## config.mk

```make
export PLATFORM = sky130hd
export DESIGN_NAME = wb_store_buffer_flat
export DESIGN_NICKNAME = d
export VERILOG_FILES = /design/src/rtl/wb_store_buffer_if.sv /design/src/rtl/wb_store_buffer.sv /design/src/flat_wrapper.sv
export SDC_FILE = /design/constraint.sdc
export NUM_CORES = 1
export LEC_CHECK = 0
export CAP_MARGIN = 20
export CELL_PAD_IN_SITES_DETAIL_PLACEMENT = 2
export CELL_PAD_IN_SITES_GLOBAL_PLACEMENT = 2
export CORE_MARGIN = 2
export CORE_UTILIZATION = 30
export DETAILED_ROUTE_END_ITERATION = 16
export PLACE_DENSITY = 0.72
export SYNTH_ARGS = -nofsm -noshare
export SYNTH_HDL_FRONTEND = slang
export SYNTH_SLANG_ARGS = --single-unit
```

## constraint.sdc

```tcl
create_clock -name CLK -period 4.4 [get_ports CLK]
set_clock_uncertainty 0.2 [all_clocks]
set_input_delay 0.44 -clock CLK [delete_from_list [all_inputs] [get_ports CLK]]
set_output_delay 0.44 -clock CLK [all_outputs]
set_load 0.1 [all_outputs]
```

## src/rtl/wb_store_buffer_if.sv

```systemverilog
// Store-buffer bus bundle: writeback enqueue side, dcache drain side,
// and the memory-stage load-conflict lookup.
interface wb_store_buffer_if #(
   parameter int PTR_W = 2
);
   logic             WB_Final_Dcache_Write;
   logic [31:0]      WB_Final_Dcache_Address;
   logic [63:0]      WB_Final_Dcache_Data;
   logic [1:0]       WB_Final_datasize;
   logic             In_write_ready;
   logic             SB_Dcache_Write;
   logic [31:0]      SB_Dcache_Address;
   logic [63:0]      SB_Dcache_Data;
   logic [1:0]       SB_Dcache_Size;
   logic             Dcache_Write_Ack;
   logic             ME_Load_V;
   logic [31:0]      ME_Load_Address;
   logic             SB_Load_Conflict;
   logic             SB_Empty;
   logic [PTR_W:0]   SB_Count;

   // The store buffer itself
   modport slave (
      input  WB_Final_Dcache_Write, WB_Final_Dcache_Address,
             WB_Final_Dcache_Data, WB_Final_datasize,
             Dcache_Write_Ack, ME_Load_V, ME_Load_Address,
      output In_write_ready, SB_Dcache_Write, SB_Dcache_Address,
             SB_Dcache_Data, SB_Dcache_Size, SB_Load_Conflict,
             SB_Empty, SB_Count
   );

   // The surrounding pipeline / dcache
   modport master (
      output WB_Final_Dcache_Write, WB_Final_Dcache_Address,
             WB_Final_Dcache_Data, WB_Final_datasize,
             Dcache_Write_Ack, ME_Load_V, ME_Load_Address,
      input  In_write_ready, SB_Dcache_Write, SB_Dcache_Address,
             SB_Dcache_Data, SB_Dcache_Size, SB_Load_Conflict,
             SB_Empty, SB_Count
   );
endinterface

```

## src/rtl/wb_store_buffer.sv

```systemverilog
// In-order store buffer between writeback and the dcache write port.
// Ready depends only on the registered count, so there is no
// combinational path from the dcache ack back to writeback.
module wb_store_buffer #(
   parameter int DEPTH = 4,
   parameter int PTR_W = 2
) (
   input  logic            CLK,
   input  logic            CLR,
   wb_store_buffer_if.slave sb
);

   localparam logic [PTR_W:0] FULL_CNT = (PTR_W+1)'(DEPTH);

   logic [DEPTH-1:0] valid_q, valid_d;
   logic [31:0]      addr_q [DEPTH];
   logic [63:0]      data_q [DEPTH];
   logic [1:0]       size_q [DEPTH];
   logic [PTR_W-1:0] head_q, head_d;
   logic [PTR_W-1:0] tail_q, tail_d;
   logic [PTR_W:0]   count_q, count_d;

   logic enq;
   logic deq;
   logic head_v;
   logic conflict;

   assign enq    = sb.WB_Final_Dcache_Write && (count_q != FULL_CNT);
   assign head_v = valid_q[head_q];
   assign deq    = head_v && sb.Dcache_Write_Ack;

   // Next-state for valid bits, pointers and occupancy
   always_comb begin
      valid_d = valid_q;
      head_d  = head_q;
      tail_d  = tail_q;
      count_d = count_q;
      if (enq) begin
         valid_d[tail_q] = 1'b1;
         tail_d          = tail_q + PTR_W'(1);
      end
      if (deq) begin
         valid_d[head_q] = 1'b0;
         head_d          = head_q + PTR_W'(1);
      end
      if (enq && !deq) begin
         count_d = count_q + (PTR_W+1)'(1);
      end else if (!enq && deq) begin
         count_d = count_q - (PTR_W+1)'(1);
      end
   end

   // Control state with asynchronous reset; reset discards all entries
   always_ff @(posedge CLK or negedge CLR) begin
      if (!CLR) begin
         valid_q <= '0;
         head_q  <= '0;
         tail_q  <= '0;
         count_q <= '0;
      end else begin
         valid_q <= valid_d;
         head_q  <= head_d;
         tail_q  <= tail_d;
         count_q <= count_d;
      end
   end

   // Payload storage; no reset needed since outputs are gated by valid
   always_ff @(posedge CLK) begin
      if (enq) begin
         addr_q[tail_q] <= sb.WB_Final_Dcache_Address;
         data_q[tail_q] <= sb.WB_Final_Dcache_Data;
         size_q[tail_q] <= sb.WB_Final_datasize;
      end
   end

   // Qword-granular conflict against every valid entry, including one
   // that is being dequeued this cycle
   always_comb begin
      conflict = 1'b0;
      for (int unsigned i = 0; i < DEPTH; i++) begin
         if (valid_q[i] && (addr_q[i][31:3] == sb.ME_Load_Address[31:3])) begin
            conflict = 1'b1;
         end
      end
   end

   assign sb.In_write_ready    = (count_q != FULL_CNT);
   assign sb.SB_Dcache_Write   = head_v;
   assign sb.SB_Dcache_Address = head_v ? addr_q[head_q] : '0;
   assign sb.SB_Dcache_Data    = head_v ? data_q[head_q] : '0;
   assign sb.SB_Dcache_Size    = head_v ? size_q[head_q] : '0;
   assign sb.SB_Load_Conflict  = sb.ME_Load_V && conflict;
   assign sb.SB_Empty          = (count_q == '0);
   assign sb.SB_Count          = count_q;

endmodule

```

## src/flat_wrapper.sv

```systemverilog
// flat-port wrapper written by rule: the top's interface ports become plain ports
module wb_store_buffer_flat 
#(
   parameter int DEPTH = 4,
   parameter int PTR_W = 2
)
  (CLK, CLR, sb_WB_Final_Dcache_Write, sb_WB_Final_Dcache_Address, sb_WB_Final_Dcache_Data, sb_WB_Final_datasize, sb_Dcache_Write_Ack, sb_ME_Load_V, sb_ME_Load_Address, sb_In_write_ready, sb_SB_Dcache_Write, sb_SB_Dcache_Address, sb_SB_Dcache_Data, sb_SB_Dcache_Size, sb_SB_Load_Conflict, sb_SB_Empty, sb_SB_Count);
  wb_store_buffer_if #(.PTR_W(PTR_W)) sb_i ();
  input  logic CLK;
  input  logic CLR;
  input wire logic [$bits(sb_i.WB_Final_Dcache_Write)-1:0] sb_WB_Final_Dcache_Write;
  input wire logic [$bits(sb_i.WB_Final_Dcache_Address)-1:0] sb_WB_Final_Dcache_Address;
  input wire logic [$bits(sb_i.WB_Final_Dcache_Data)-1:0] sb_WB_Final_Dcache_Data;
  input wire logic [$bits(sb_i.WB_Final_datasize)-1:0] sb_WB_Final_datasize;
  input wire logic [$bits(sb_i.Dcache_Write_Ack)-1:0] sb_Dcache_Write_Ack;
  input wire logic [$bits(sb_i.ME_Load_V)-1:0] sb_ME_Load_V;
  input wire logic [$bits(sb_i.ME_Load_Address)-1:0] sb_ME_Load_Address;
  output wire logic [$bits(sb_i.In_write_ready)-1:0] sb_In_write_ready;
  output wire logic [$bits(sb_i.SB_Dcache_Write)-1:0] sb_SB_Dcache_Write;
  output wire logic [$bits(sb_i.SB_Dcache_Address)-1:0] sb_SB_Dcache_Address;
  output wire logic [$bits(sb_i.SB_Dcache_Data)-1:0] sb_SB_Dcache_Data;
  output wire logic [$bits(sb_i.SB_Dcache_Size)-1:0] sb_SB_Dcache_Size;
  output wire logic [$bits(sb_i.SB_Load_Conflict)-1:0] sb_SB_Load_Conflict;
  output wire logic [$bits(sb_i.SB_Empty)-1:0] sb_SB_Empty;
  output wire logic [$bits(sb_i.SB_Count)-1:0] sb_SB_Count;
  assign sb_i.WB_Final_Dcache_Write = sb_WB_Final_Dcache_Write;
  assign sb_i.WB_Final_Dcache_Address = sb_WB_Final_Dcache_Address;
  assign sb_i.WB_Final_Dcache_Data = sb_WB_Final_Dcache_Data;
  assign sb_i.WB_Final_datasize = sb_WB_Final_datasize;
  assign sb_i.Dcache_Write_Ack = sb_Dcache_Write_Ack;
  assign sb_i.ME_Load_V = sb_ME_Load_V;
  assign sb_i.ME_Load_Address = sb_ME_Load_Address;
  assign sb_In_write_ready = sb_i.In_write_ready;
  assign sb_SB_Dcache_Write = sb_i.SB_Dcache_Write;
  assign sb_SB_Dcache_Address = sb_i.SB_Dcache_Address;
  assign sb_SB_Dcache_Data = sb_i.SB_Dcache_Data;
  assign sb_SB_Dcache_Size = sb_i.SB_Dcache_Size;
  assign sb_SB_Load_Conflict = sb_i.SB_Load_Conflict;
  assign sb_SB_Empty = sb_i.SB_Empty;
  assign sb_SB_Count = sb_i.SB_Count;
  wb_store_buffer #(.DEPTH(DEPTH), .PTR_W(PTR_W)) u_core (.CLK(CLK), .CLR(CLR), .sb(sb_i));
endmodule
```

==> results_tabular.tex, run 1 <==
\begin{tabular}{lr}
\hline
Metric & Value \\
\hline
\multicolumn{2}{l}{\textbf{Status}} \\
Run status & complete, no violations \\
\multicolumn{2}{l}{\textbf{STA}} \\
Number of max-slew violations in the final report & 0 \\
Setup repair after global routing missed its margin & no \\
Worst setup margin & 874 ps \\
Aggregate negative setup slack & 0 ps \\
Maximum operating frequency & 284 MHz \\
Hold violation total from the final report & 0 \\
Setup Viol. Count Final & 0 \\
Minimum clock period & 3530 ps \\
Hold Worst Slack & 46.5 ps \\
Slew HR & 0.348 \\
Fin crit share & 0.801 \\
Worst slew pin tran & 975 ps \\
\multicolumn{2}{l}{\textbf{Layout}} \\
Number of fill cells in the layout & 5243 \\
Growth of design area from synthesis to finish & 27.2\% \\
Area taken by flip-flops and latches & 12100 µm² \\
Fraction of final layout cells sized beyond drive strength 1 & 0.253 \\
Footprint of the multi-input gates & 4440 µm² \\
Final cell count without fillers & 1879 \\
Number of antenna repair diodes & 0 \\
Count of nets after finishing & 1240 \\
\multicolumn{2}{l}{\textbf{Floorplan}} \\
Top-Level Pins & 240 \\
Die area & 57400 µm² \\
Effective utilization at floorplan & 0.303 \\
Placeable core region & 55000 µm² \\
Horiz. Die Dim & 240 µm \\
Die height & 240 µm \\
FP Rows & 86 \\
\multicolumn{2}{l}{\textbf{Route}} \\
Remaining antenna violation count after routing & 0 \\
Wire per inst & 23.0 µm \\
Drt via density & 4.65 \\
1st-pass router iterations & 7 \\
Initial detailed-routing violation count & 403 \\
Number of design rule violations left after detail routing & 0 \\
Count of vias placed by the detailed router & 8739 \\
Routed Wire Length & 43200 µm \\
\multicolumn{2}{l}{\textbf{Synthesis}} \\
Mean Syn Cell Area & 20.0 µm² \\
Predominant post-synthesis flop cell & sky130\_fd\_sc\_hd\_\_edfxtp\_1 \\
Number of synthesized register bits & 403 \\
Yosys cell types & 30 \\
Area contributors post-synth & sky130\_fd\_sc\_hd\_\_edfxtp\_1 71\%, sky130\_fd\_sc\_hd\_\_mux4\_2 13\%, sky130\_fd\_sc\_hd\_\_xor2\_1 4.3\% \\
Post-synth top area cell & sky130\_fd\_sc\_hd\_\_edfxtp\_1 \\
Net count after synthesis & 979 \\
Sequential element share of the synthesized area & 0.723 \\
Count of flip-flops with a built-in enable after synthesis & 392 \\
Top post-synthesis cells by count & 392 x sky130\_fd\_sc\_hd\_\_edfxtp\_1, 99 x sky130\_fd\_sc\_hd\_\_and2\_1, 99 x sky130\_fd\_sc\_hd\_\_mux4\_2 \\
Area share of the leading cell type in the synthesized netlist & 0.706 \\
Yosys warning total & 0 \\
Post-Synthesis Cell Area & 16700 µm² \\
Cells after synthesis & 834 \\
Most numerous cell in the Yosys netlist & sky130\_fd\_sc\_hd\_\_edfxtp\_1 \\
Share of flip-flops with an asynchronous set or reset after synthesis & 0.0273 \\
\multicolumn{2}{l}{\textbf{Clocking}} \\
Clock transition at the registers of the reported paths & 60 ps \\
H-tree levels & 2 \\
Maximum root-to-sink buffer count & 3 \\
Clock latency on the worst-skew pair & 560 ps \\
CTS Hold Bufs & 0 \\
PostCTS Resize Cnt & 0 \\
Post-CTS Setup Inserts & 0 \\
Clock sink count & 403 \\
Clock buffer count from CTS & 47 \\
CTS Root Buffer Type & sky130\_fd\_sc\_hd\_\_clkbuf\_16 \\
Clock tree from TritonCTS & done \\
\multicolumn{2}{l}{\textbf{Global routing}} \\
Met2 track utilization from global routing & 0.257 \\
Number of antenna violations at the first check in global routing & 4 \\
Global-route met1 utilization & 0.188 \\
Vias in the first global route & 9743 \\
Wire length of the first global-routing pass & 63300 µm \\
Global routing met3 resource utilization & 0.0402 \\
Largest net degree at the start of global routing & 101 \\
Gr ovfl total & 0 \\
Most crowded layer after global routing & met2 \\
All-Layer GR Usage & 0.151 \\
\multicolumn{2}{l}{\textbf{Job}} \\
Max-Cap Viols & 0 \\
\multicolumn{2}{l}{\textbf{Critical path}} \\
Reg2Reg Depth & 9 \\
Crit Path Class & flop to primary output \\
WP data arrival & 2890 ps \\
Capturing element type of the critical path & primary output \\
Critical path launch point type & flop \\
Critical-path maximum fanout & 100 \\
Required time reported for the critical path endpoint & 3760 ps \\
\multicolumn{2}{l}{\textbf{Worst hold path}} \\
Worst hold-check path type & input port to asynchronous set/reset pin \\
\multicolumn{2}{l}{\textbf{Place}} \\
Hpwl dp & 28100 µm \\
\# placed instances & 1794 \\
Setup WS pre-CTS & 1000 ps \\
Routability congestion estimate & 0.805 \\
Count of input and output buffers & 236 \\
\hline
\end{tabular}
-- per-layer routing --
metal  wire length [µm]  up-vias
li1                   -     3831
met1              17900     4584
met2              21600      255
met3               2760       63
met4                869        6
met5                 32        -
-- worst paths after layout --
kind	startpoint	end	slack (ps)
max in group asynchronous	CLR	u_core.head_q[0]	3520
max reg2reg	u_core.head_q[1]	u_core.sb.SB_Count[2]	1200
max	u_core.head_q[1]	sb_SB_Dcache_Data[62]	870
min	CLR	u_core.sb.SB_Count[0]	50
min reg2reg	u_core.sb.SB_Count[2]	u_core.sb.SB_Count[2]	330
min in group CLK	sb_Dcache_Write_Ack	u_core.head_q[1]	280
-- final cells by class --
type                       instances  share of cell area
clock buffer                      61              0.0579
clock inverter                    24              0.0112
inverter                           7             0.00124
multi-input combinational        387               0.209
sequential                       403               0.568
tap                              748              0.0441
timing repair buffer             249               0.108
-- registers in the layout, summed over array words and instances (netlist names) --
register            cells
u_core.data_q         256
u_core.sb.SB_Count      3
u_core.head_q           2
u_core.tail_q           2
u_core.valid_q          4
u_core.size_q           8
u_core.addr_q         128
-- cells by family (layout without fill, tap and decap cells) --
logic type / count (synthesis) / count (layout) / synth area share
flops: 403 / 403 / 0.723
mux: 100 / 100 / 0.134
compound gates: 9 / 9 / 0.00450
fa+ha+maj: 10 / 10 / 0.00796
buf+inv: 44 / 341 / 0.0121
xor+xnor: 120 / 120 / 0.0631
simple gates: 148 / 148 / 0.0550
-- worst max-delay path, stage by stage, from the launching register on --
cell                      delay, ps
sky130_fd_sc_hd__dfrtp_4        830
sky130_fd_sc_hd__mux4_4         450
sky130_fd_sc_hd__buf_12         350
sky130_fd_sc_hd__and2_1         260
sky130_fd_sc_hd__buf_4          310
-- stage by stage --
step | util | area [µm²]
5_1_grt | 0.386 | 21200
3_5_place_dp | 0.359 | 19700
3_3_place_gp | 0.359 | 19700
6_report | 0.386 | 21200
4_1_cts | 0.386 | 21200
2_1_floorplan | - | 16700
-- layout by cell type, fill, tap and decap left out, types with 5 or more instances in the layout --
cell type / n
sky130_fd_sc_hd__and2_1: 99
sky130_fd_sc_hd__buf_12: 6
sky130_fd_sc_hd__buf_4: 107
sky130_fd_sc_hd__clkbuf_1: 14
sky130_fd_sc_hd__clkbuf_16: 47
sky130_fd_sc_hd__clkdlybuf4s50_1: 136
sky130_fd_sc_hd__clkinv_1: 7
sky130_fd_sc_hd__clkinv_2: 5
sky130_fd_sc_hd__dfrtp_1: 9
sky130_fd_sc_hd__edfxtp_1: 392
sky130_fd_sc_hd__ha_1: 9
sky130_fd_sc_hd__inv_1: 5
sky130_fd_sc_hd__mux4_2: 98
sky130_fd_sc_hd__nand4_1: 11
sky130_fd_sc_hd__nor4_1: 23
sky130_fd_sc_hd__xnor2_1: 39
sky130_fd_sc_hd__xor2_1: 81
Power of run 1 is not shown: default switching activity piles up to over one toggle a cycle in this logic, so the estimate is an artifact.
==> inputs of run 2 (changes only) <==
Clock period 4.4 ns to 3.3 ns, I/O delays scaled along.
==> results_tabular.tex, run 2 (synthesis gave the netlist of run 1 again) <==
\begin{tabular}{lr}
\hline
Metric & Value \\
\hline
\multicolumn{2}{l}{\textbf{Floorplan}} \\
FP Rows & 86 \\
Effective utilization at floorplan & 0.303 \\
Top-Level Pins & 240 \\
Placeable core region & 55000 µm² \\
Die area & 57400 µm² \\
Horiz. Die Dim & 240 µm \\
Die height & 240 µm \\
\multicolumn{2}{l}{\textbf{Route}} \\
Count of vias placed by the detailed router & 8804 \\
Initial detailed-routing violation count & 494 \\
1st-pass router iterations & 4 \\
Routed Wire Length & 45800 µm \\
Drt via density & 4.65 \\
Number of design rule violations left after detail routing & 0 \\
Remaining antenna violation count after routing & 0 \\
Wire per inst & 24.2 µm \\
\multicolumn{2}{l}{\textbf{STA}} \\
Minimum clock period & 3210 ps \\
Setup repair after global routing missed its margin & no \\
Fin crit share & 0.972 \\
Setup Viol. Count Final & 0 \\
Aggregate negative setup slack & 0 ps \\
Hold violation total from the final report & 0 \\
Slew HR & 0.510 \\
Number of max-slew violations in the final report & 0 \\
Maximum operating frequency & 312 MHz \\
Worst slew pin tran & 735 ps \\
\multicolumn{2}{l}{\textbf{Place}} \\
Routability congestion estimate & 0.856 \\
Hpwl dp & 29400 µm \\
Count of input and output buffers & 236 \\
Instance area at placement & 21100 µm² \\
\multicolumn{2}{l}{\textbf{Clocking}} \\
Post-CTS Setup Inserts & 0 \\
H-tree levels & 2 \\
Clock buffer count from CTS & 47 \\
CTS Root Buffer Type & sky130\_fd\_sc\_hd\_\_clkbuf\_16 \\
Clock sink count & 403 \\
Clock transition at the registers of the reported paths & 60 ps \\
Clock latency on the worst-skew pair & 570 ps \\
Clock tree from TritonCTS & done \\
Maximum root-to-sink buffer count & 3 \\
\multicolumn{2}{l}{\textbf{Layout}} \\
Flip-flop count of the largest register after layout & 256 \\
Top flop regs & u\_core.data\_q x256, u\_core.addr\_q x128, u\_core.size\_q x8 \\
Count of nets after finishing & 1251 \\
Most common library cell in the layout ignoring fill and taps & sky130\_fd\_sc\_hd\_\_edfxtp\_1 \\
Growth of design area from synthesis to finish & 36.6\% \\
Most used cells in the layout excluding fill and tap cells & 392 x sky130\_fd\_sc\_hd\_\_edfxtp\_1, 131 x sky130\_fd\_sc\_hd\_\_clkdlybuf4s50\_1, 112 x sky130\_fd\_sc\_hd\_\_buf\_12 \\
Largest register by flop count & u\_core.data\_q \\
Number of fill cells in the layout & 5108 \\
Fraction of final layout cells sized beyond drive strength 1 & 0.273 \\
Area of all placed cells without fillers & 22800 µm² \\
\multicolumn{2}{l}{\textbf{Global routing}} \\
Gr ovfl total & 0 \\
All-Layer GR Usage & 0.162 \\
Vias in the first global route & 9967 \\
Wire length of the first global-routing pass & 67900 µm \\
Largest net degree at the start of global routing & 102 \\
Number of antenna violations at the first check in global routing & 11 \\
\multicolumn{2}{l}{\textbf{Critical path}} \\
Delay of the slowest cell on the worst path & 430 ps \\
Crit-path cells & xor2\_1 > nor4\_2 > nand3\_1 > nor4\_1 > o41a\_1 > buf\_12 \\
Capturing element type of the critical path & primary output \\
WP data arrival & 2680 ps \\
Required time reported for the critical path endpoint & 2770 ps \\
Critical-path top delay cell & sky130\_fd\_sc\_hd\_\_nor4\_2 \\
Critical-path maximum fanout & 2 \\
Reg2reg setup slack & 450 ps \\
Crit Path Class & flop to primary output \\
Critical path launch point type & flop \\
\multicolumn{2}{l}{\textbf{Status}} \\
Run status & complete, no violations \\
\multicolumn{2}{l}{\textbf{Job}} \\
Max-Cap Viols & 0 \\
\multicolumn{2}{l}{\textbf{Worst hold path}} \\
Worst hold-check path type & input port to flop \\
\hline
\end{tabular}
[run 2: cell types whose count changed in the layout (fill, tap and decap cells not counted), sizes merged]
cell,delta
buf,+15
bufinv,+3
clkbuf,-10
clkdlybuf4s50,-5
clkinv,+10
clkinvlp,-3
diode,+2
dlygate4sd3,+1
inv,+2
[run 2: worst max-delay path, delay by kind of cell (launching register included)]
family / cells / cell delay [ps]
simple gates: 3 / 910
xor+xnor: 1 / 240
flops: 1 / 400
buf+inv: 1 / 210
compound gates: 1 / 330
[run 2: repair_timing]
item	in CTS	in global routing
hold buffers	1	0
hold endpoints to repair	11	0
setup endpoints to repair	0	1
resized for setup	0	6
[run 2: layout make-up]
class | instances | area (µm²) | area share
diodes | 2 | 5.00 | 0.000220
clock buffers | 51 | 1190 | 0.0523
clock inverters | 36 | 380 | 0.0167
inverters | 7 | 26.3 | 0.00115
multi-input cells | 387 | 4490 | 0.197
flip-flops and latches | 403 | 12100 | 0.530
well taps | 748 | 936 | 0.0411
repair buffers | 260 | 3680 | 0.162
[run 2: metrics by stage]
stage / worst slack (ps) / hold slack, ps / utilization / std cells
CTS: 68.7 / 113 / 0.413 / 1892
detailed placement: 231 / 353 / 0.384 / 1804
global placement: 223 / 335 / 0.384 / 1804
floorplan: 26.4 / -166 / - / 834
global route: 7.15 / 155 / 0.414 / 1892
finish: 91.9 / 157 / 0.414 / 1894
[run 2: per-layer routing]
| layer | GRT usage | part of all wire | vias up |
|---|---|---|---|
| met5 | 0 | 0.0025 | - |
| met4 | 0.0453 | 0.024 | 18 |
| met3 | 0.0524 | 0.070 | 81 |
| met2 | 0.271 | 0.50 | 258 |
| met1 | 0.201 | 0.41 | 4592 |
| li1 | - | - | 3855 |
[run 2: path summary, 6_finish.rpt]
kind                                  startpoint                    end  depth (start not counted)
min in group asynchronous                    CLR  u_core.sb.SB_Count[1]                          2
hold / removal               sb_Dcache_Write_Ack       u_core.head_q[1]                          3
hold reg to reg            u_core.sb.SB_Count[2]  u_core.sb.SB_Count[2]                          1
max in group asynchronous                    CLR       u_core.head_q[1]                          2
setup reg to reg                u_core.head_q[0]  u_core.sb.SB_Count[2]                          9
setup / recovery            u_core.addr_q[3][16]    sb_SB_Load_Conflict                          6
Power of run 2 is left out for the same reason.
==> inputs of run 3 (changes only) <==
Settings changed: ABC_CLOCK_PERIOD_IN_PS from default to 3300.
==> results of run 3 <==
The final DEF is identical to that of run 2; final timing and power are the same.
Power of run 3 is left out for the same reason.
